**src/rtl/uart_rx_pkg.sv**
```systemverilog
// Shared types and constants for the UART receive frame sequencer.
// Used by uart_rx_fsm and edge_bit_counter.
package uart_rx_pkg;

    localparam int PRESCALE_W = 6;
    localparam int BITCNT_W   = 4;

    localparam logic [PRESCALE_W-1:0] PRESCALE_DEFAULT = 6'd8;

    // Frame-sequencer states. PARITY is only reachable when the parity
    // build option is enabled.
    typedef enum logic [2:0] {
        IDLE,
        START,
        DATA,
        PARITY,
        STOP
    } rx_state_e;

    // Only 8x, 16x and 32x oversampling are supported; anything else
    // falls back to 8x so the bit timing stays well-defined.
    function automatic logic [PRESCALE_W-1:0] legal_prescale(
        input logic [PRESCALE_W-1:0] p
    );
        if ((p == 6'd8) || (p == 6'd16) || (p == 6'd32)) begin
            return p;
        end
        return PRESCALE_DEFAULT;
    endfunction

    // Oversample edge at which the checkers are enabled: just past mid-bit.
    function automatic logic [PRESCALE_W-1:0] sample_edge(
        input logic [PRESCALE_W-1:0] p
    );
        return (p >> 1) + 6'd2;
    endfunction

endpackage

```
**src/rtl/uart_rx_fsm_edge_bit_counter.sv**
```systemverilog
// Oversample edge counter and bit counter for the UART receiver.
// edge_cnt runs 0..prescale_q-1 while enabled; bit_cnt advances on every
// end-of-bit. 'clear' has priority and zeroes both counters.
module edge_bit_counter
    import uart_rx_pkg::*;
(
    input  logic                  CLK,
    input  logic                  RST,
    input  logic                  enable,
    input  logic                  clear,
    input  logic [PRESCALE_W-1:0] prescale_q,
    output logic [PRESCALE_W-1:0] edge_cnt,
    output logic [BITCNT_W-1:0]   bit_cnt,
    output logic                  eob
);

    logic [PRESCALE_W-1:0] edge_cnt_q;
    logic [PRESCALE_W-1:0] edge_cnt_d;
    logic [BITCNT_W-1:0]   bit_cnt_q;
    logic [BITCNT_W-1:0]   bit_cnt_d;

    // End-of-bit: last oversample edge of the current bit.
    assign eob = enable && (edge_cnt_q == (prescale_q - 6'd1));

    // Next-count logic: wrap the edge counter at end-of-bit and step the bit index.
    always_comb begin
        edge_cnt_d = edge_cnt_q;
        bit_cnt_d  = bit_cnt_q;
        if (clear) begin
            edge_cnt_d = '0;
            bit_cnt_d  = '0;
        end else if (enable) begin
            if (eob) begin
                edge_cnt_d = '0;
                bit_cnt_d  = bit_cnt_q + 4'd1;
            end else begin
                edge_cnt_d = edge_cnt_q + 6'd1;
            end
        end
    end

    // Counter registers.
    always_ff @(posedge CLK or negedge RST) begin
        if (!RST) begin
            edge_cnt_q <= '0;
            bit_cnt_q  <= '0;
        end else begin
            edge_cnt_q <= edge_cnt_d;
            bit_cnt_q  <= bit_cnt_d;
        end
    end

    assign edge_cnt = edge_cnt_q;
    assign bit_cnt  = bit_cnt_q;

endmodule

```
**src/rtl/uart_rx_fsm.sv**
```systemverilog
// UART receive frame sequencer: detects the start edge, times each bit via
// edge_bit_counter, enables the sampler/deserializer/checkers and reports
// frame acceptance (data_valid) or rejection (frame_err) as one-cycle pulses.
// Build option: define UART_RX_PARITY_EN to include the PARITY state and honour
// PAR_EN; otherwise frames never carry a parity bit.
module uart_rx_fsm
    import uart_rx_pkg::*;
#(
    parameter int DATA_WIDTH = 8
)
(
    input  logic                  CLK,
    input  logic                  RST,
    input  logic                  RX_IN,
    input  logic                  PAR_EN,
    input  logic [PRESCALE_W-1:0] Prescale,
    input  logic                  strt_glitch,
    input  logic                  par_err,
    input  logic                  stp_err,
    output logic [PRESCALE_W-1:0] prescale_q,
    output logic [PRESCALE_W-1:0] edge_cnt,
    output logic [BITCNT_W-1:0]   bit_cnt,
    output logic                  dat_samp_en,
    output logic                  deser_en,
    output logic                  strt_chk_en,
    output logic                  par_chk_en,
    output logic                  stp_chk_en,
    output logic                  data_valid,
    output logic                  frame_err
);

    // Bit index of the last data bit (bit 0 is the start bit).
    localparam logic [BITCNT_W-1:0] LAST_DATA_BIT = BITCNT_W'(DATA_WIDTH);

    rx_state_e             state_q;
    rx_state_e             state_d;
    logic [PRESCALE_W-1:0] prescale_d;
    logic                  data_valid_q;
    logic                  data_valid_d;
    logic                  frame_err_q;
    logic                  frame_err_d;

    logic                  cnt_enable;
    logic                  cnt_clear;
    logic                  eob;
    logic                  at_sample;
    logic                  frame_bad;

`ifdef UART_RX_PARITY_EN
    logic                  par_en_q;
    logic                  par_en_d;
    logic                  par_err_q;
    logic                  par_err_d;
`else
    // Parity inputs have no function in this build.
    logic                  unused_parity_inputs;
    assign unused_parity_inputs = PAR_EN ^ par_err;
`endif

    // Counters run in every state except IDLE.
    assign cnt_enable = (state_q != IDLE);

    edge_bit_counter u_edge_bit_counter (
        .CLK        (CLK),
        .RST        (RST),
        .enable     (cnt_enable),
        .clear      (cnt_clear),
        .prescale_q (prescale_q),
        .edge_cnt   (edge_cnt),
        .bit_cnt    (bit_cnt),
        .eob        (eob)
    );

    assign at_sample = (edge_cnt == sample_edge(prescale_q));

`ifdef UART_RX_PARITY_EN
    assign frame_bad = par_err_q || stp_err;
`else
    assign frame_bad = stp_err;
`endif

    // Next-state, frame-start latching, result pulses and enable decode.
    always_comb begin
        state_d      = state_q;
        prescale_d   = prescale_q;
        data_valid_d = 1'b0;
        frame_err_d  = 1'b0;
        cnt_clear    = 1'b0;
        dat_samp_en  = 1'b0;
        deser_en     = 1'b0;
        strt_chk_en  = 1'b0;
        par_chk_en   = 1'b0;
        stp_chk_en   = 1'b0;
`ifdef UART_RX_PARITY_EN
        par_en_d     = par_en_q;
        par_err_d    = par_err_q;
`endif

        case (state_q)
            IDLE: begin
                cnt_clear = 1'b1;
`ifdef UART_RX_PARITY_EN
                par_err_d = 1'b0;
`endif
                if (!RX_IN) begin
                    state_d    = START;
                    prescale_d = legal_prescale(Prescale);
`ifdef UART_RX_PARITY_EN
                    par_en_d   = PAR_EN;
`endif
                end
            end

            START: begin
                dat_samp_en = 1'b1;
                strt_chk_en = at_sample;
                if (eob) begin
                    if (strt_glitch) begin
                        state_d     = IDLE;
                        frame_err_d = 1'b1;
                        cnt_clear   = 1'b1;
                    end else begin
                        state_d = DATA;
                    end
                end
            end

            DATA: begin
                dat_samp_en = 1'b1;
                deser_en    = 1'b1;
                if (eob && (bit_cnt == LAST_DATA_BIT)) begin
`ifdef UART_RX_PARITY_EN
                    state_d = par_en_q ? PARITY : STOP;
`else
                    state_d = STOP;
`endif
                end
            end

`ifdef UART_RX_PARITY_EN
            PARITY: begin
                par_chk_en = at_sample;
                if (eob) begin
                    state_d = STOP;
                    if (par_err) begin
                        par_err_d = 1'b1;
                    end
                end
            end
`endif

            STOP: begin
                stp_chk_en = at_sample;
                if (eob) begin
                    cnt_clear = 1'b1;
                    if (frame_bad) begin
                        frame_err_d = 1'b1;
                    end else begin
                        data_valid_d = 1'b1;
                    end
                    if (!RX_IN) begin
                        // Back-to-back frame: start bit already on the line.
                        state_d    = START;
                        prescale_d = legal_prescale(Prescale);
`ifdef UART_RX_PARITY_EN
                        par_en_d   = PAR_EN;
                        par_err_d  = 1'b0;
`endif
                    end else begin
                        state_d = IDLE;
                    end
                end
            end

            default: begin
                state_d   = IDLE;
                cnt_clear = 1'b1;
            end
        endcase
    end

    // State, latched frame configuration and registered result pulses.
    always_ff @(posedge CLK or negedge RST) begin
        if (!RST) begin
            state_q      <= IDLE;
            prescale_q   <= PRESCALE_DEFAULT;
            data_valid_q <= 1'b0;
            frame_err_q  <= 1'b0;
`ifdef UART_RX_PARITY_EN
            par_en_q     <= 1'b0;
            par_err_q    <= 1'b0;
`endif
        end else begin
            state_q      <= state_d;
            prescale_q   <= prescale_d;
            data_valid_q <= data_valid_d;
            frame_err_q  <= frame_err_d;
`ifdef UART_RX_PARITY_EN
            par_en_q     <= par_en_d;
            par_err_q    <= par_err_d;
`endif
        end
    end

    assign data_valid = data_valid_q;
    assign frame_err  = frame_err_q;

endmodule

```
**config.mk**
```make
export PLATFORM = sky130hd
export DESIGN_NAME = uart_rx_fsm
export DESIGN_NICKNAME = d
export VERILOG_FILES = /design/src/rtl/uart_rx_pkg.sv /design/src/rtl/uart_rx_fsm_edge_bit_counter.sv /design/src/rtl/uart_rx_fsm.sv
export SDC_FILE = /design/constraint.sdc
export NUM_CORES = 1
export LEC_CHECK = 0
export BUFFER_PORTS_ARGS = -buffer_cell sky130_fd_sc_hd__buf_2
export CAP_MARGIN = 10
export CORE_ASPECT_RATIO = 0.5
export CORE_MARGIN = 4
export CORE_UTILIZATION = 30
export DETAILED_ROUTE_END_ITERATION = 8
export HOLD_SLACK_MARGIN = 0.05
export PLACE_DENSITY_LB_ADDON = 0.12
export SYNTH_ARGS = -nofsm -noshare
export SYNTH_HDL_FRONTEND = slang
export SYNTH_HIERARCHICAL = 1
export SYNTH_SLANG_ARGS = --single-unit
```
**constraint.sdc**
```tcl
create_clock -name CLK -period 3.3 [get_ports CLK]
set_clock_uncertainty 0.2 [all_clocks]
set_input_delay 0.33 -clock CLK [delete_from_list [all_inputs] [get_ports CLK]]
set_output_delay 0.33 -clock CLK [all_outputs]
set_load 0.005 [all_outputs]
```
==> out/metrics.yaml <==
grt_pass1_vias: 1104
synth_area_mm2: 0.00139
setup_tns_ns: 0
die_w_um: 104
layout-drive-gt1-share_pct: 31.7
path_class: "reg2reg"
dp_hpwl_um: 2510
postSynth.asyncResetShare_pct: 100
dr.first_iter.drc_count: 29
postCtsSetupRepairBufs: 0
io-pin-count: 36
design_power_total_uw: 1020
vdd_drop_max_mv: 0.167
gp_congestion: 0.737
htree_levels: 1
start_kind: "register"
start_util_pct: 31.4
yosysWarnings: 6
finalCritPeriodShare_pct: 92.4
drc: 0
final-hold-violation-count: 0
status: "completed"
worstPathArrival_ns: 3.04
hp-start: "stp_err"
rsz0062_at_grt: "false"
crit_chain: "or4_4 > o21a_1 > o2111ai_2 > nor2_4 > nand2b_1 > nor2_1 > o31ai_2 > buf_4 > or3b_2 > o22ai_1"
maxSlewHeadroom_pct: 66.5
cts.clk_slew.worst_paths_ns: 0.09
leakagePower_uw: 0.000765
die_h_um: 56.1
ys_dominant_reg_cell: "dfrtp_1"
std_cell_rows: 17
required_ns: 3.29
synth.largest_area_cell: "dfrtp_1"
core_area_mm2: 0.00442
cp_max_fo: 15
wl_per_cell_um: 14.3
cts-resized-gates: 0
rr_startpoint: "prescale_q[1]$_DFFE_PN0P_"
drv_cap: 0
grt_pass1_wl_um: 5780
critPathBufInv: 1
antenna_found_initial: 0
max_slew.worst_pin.slew_ns: 0.502
dieArea_mm2: 0.00585
min_to: "data_valid$_DFF_PN0_"
synth_top_area_share_pct: 36.0
vias: 1174
r2r_slack_ns: 0.25
cp-end-kind: "register"
fin_crit_ns: 3.05
synth_edf_count: 0
cts_root_buffer: "clkbuf_8"
numCtsBuffers: 3
max_stage_delay_ns: 0.57
cts_tree: "built"
ant_nets: 0
grt_use_total_pct: 12.3
ys_top_cells_by_count: "dfrtp_1, nor2_1, xnor2_1"
ys_seq_elements: 21
timing.fmax_mhz: 328
grt_overflow: 0
powerDensity_mw_per_mm2: 601
cpMaxStageDelayCell: "or4_4"
routed_wl_um: 3400
syn-instance-count: 143
rr_endpoint: "u_edge_bit_counter/edge_cnt[0]$_DFFE_PN0P_"
hold_buffers: 1
fin_nets: 198
synth_top_cells_by_area: "dfrtp_1, xnor2_1, xor2_1, ha_1, nor2_1"
place_area_mm2: 0.00164
crit_family: "simple AND/OR/NAND/NOR gates"
cts_sinks: 21
synthMostInstantiatedCell: "dfrtp_1"
cts_buffer_depth: 2
clk_latency_ns: 0.27
synth_cell_type_count: 48
setup_viol: 0
fillers: 471
seq_area_frac_synth_pct: 37.9
slew_violations: 0
antenna_cells: 0
grt_max_degree: 22
dr.pass1.iters: 4
postLayoutCellArea_mm2: 0.00170
min_path_type: "in2reg"
avgSynthCellArea_um2: 9.72
area_delta_synth_final_pct: 22.4
vias_per_cell: 4.95
hold_depth: 2
port_buffers: 32
reg2reg_depth: 10
syn-num-nets: 160
## kinds of logic (layout without fill, tap and decap cells)
group	count (synthesis)	count (layout)	synth area share, %
flip-flops	21	21	37.9
XOR/XNOR	18	18	12.3
multiplexers	5	5	4.23
other	1	1	0.270
adder cells (fa/ha/maj)	4	4	3.60
buffers and inverters	9	46	2.97
AND/OR/NAND/NOR	66	66	29.5
AO/OA/AOI/OAI	19	19	9.18
## flip-flops by register name, indices dropped and copies added (netlist names)
name	flops
u_edge_bit_counter/edge_cnt	6
state_q	3
prescale_q	6
data_valid	1
u_edge_bit_counter/bit_cnt	4
frame_err	1
## final cells by class
cell class	instances	area [µm²]	area share [%]
Clock buffer	3	41.3	2.43
Tap cell	57	71.3	4.19
Multi-Input combinational cell	113	832	48.9
Timing Repair Buffer	38	208	12.2
Sequential cell	21	527	31.0
Clock inverter	1	7.51	0.441
Inverter	4	15.0	0.882
## worst max path at each step
stage                              start                                    endpoint  slack, ns  cells past startpoint
6_report       prescale_q[1]$_DFFE_PN0P_  u_edge_bit_counter/edge_cnt[0]$_DFFE_PN0P_       0.25                     10
5_1_grt        prescale_q[1]$_DFFE_PN0P_  u_edge_bit_counter/edge_cnt[0]$_DFFE_PN0P_       0.02                     10
4_1_cts        prescale_q[1]$_DFFE_PN0P_  u_edge_bit_counter/edge_cnt[0]$_DFFE_PN0P_       0.23                     10
3_5_place_dp   prescale_q[1]$_DFFE_PN0P_  u_edge_bit_counter/edge_cnt[0]$_DFFE_PN0P_       0.25                     10
3_3_place_gp   prescale_q[1]$_DFFE_PN0P_  u_edge_bit_counter/edge_cnt[0]$_DFFE_PN0P_       0.31                     10
2_1_floorplan  prescale_q[0]$_DFFE_PN0P_   u_edge_bit_counter/bit_cnt[0]$_DFFE_PN0P_       0.11                     12
## metrics by stage
step | setup WS, ns | std cells | hold slack, ns | util (%)
global route | 0.0247 | 237 | 0.152 | 38.5
CTS | 0.232 | 237 | 0.145 | 38.5
global placement | 0.306 | 232 | 0.129 | 37.1
finish | 0.249 | 237 | 0.155 | 38.5
floorplan | 0.108 | 143 | -0.166 | -
detailed placement | 0.247 | 232 | 0.128 | 37.1
## cells in the final DEF, fill, tap and decap left out, drive strengths merged, types with 5 or more instances in the layout
master	count
nand2b	5
dfrtp	20
xnor2	11
nand2	7
nor2	12
nand3	6
buf	37
nor2b	5
o21ai	5
nor3	8
xor2	6
## worst reg2reg max path: stages (launching register included)
cell and delay (ns):
dfrtp_1 0.46, or4_4 0.57, o21a_1 0.19, o2111ai_2 0.34, nor2_4 0.08, nand2b_1 0.17, nor2_1 0.12, o31ai_2 0.08
buf_4 0.21, or3b_2 0.44, o22ai_1 0.13
## routing by layer
| layer | up-vias | share of wire [%] | track usage, % |
|---|---|---|---|
| met3 | 2 | 5.9 | 3.94 |
| met2 | 31 | 44 | 18.4 |
| met5 | - | 0 | 0 |
| met1 | 557 | 49 | 17.0 |
| li1 | 584 | - | - |
| met4 | 0 | 0.94 | 2.84 |
## power by group
group          total (µW)  internal (µW)  switching, µW
clock                 178           85.4           93.0
sequential            381            302           79.1
combinational         463            220            243
Note: power is estimated with default switching activity, not from simulation.
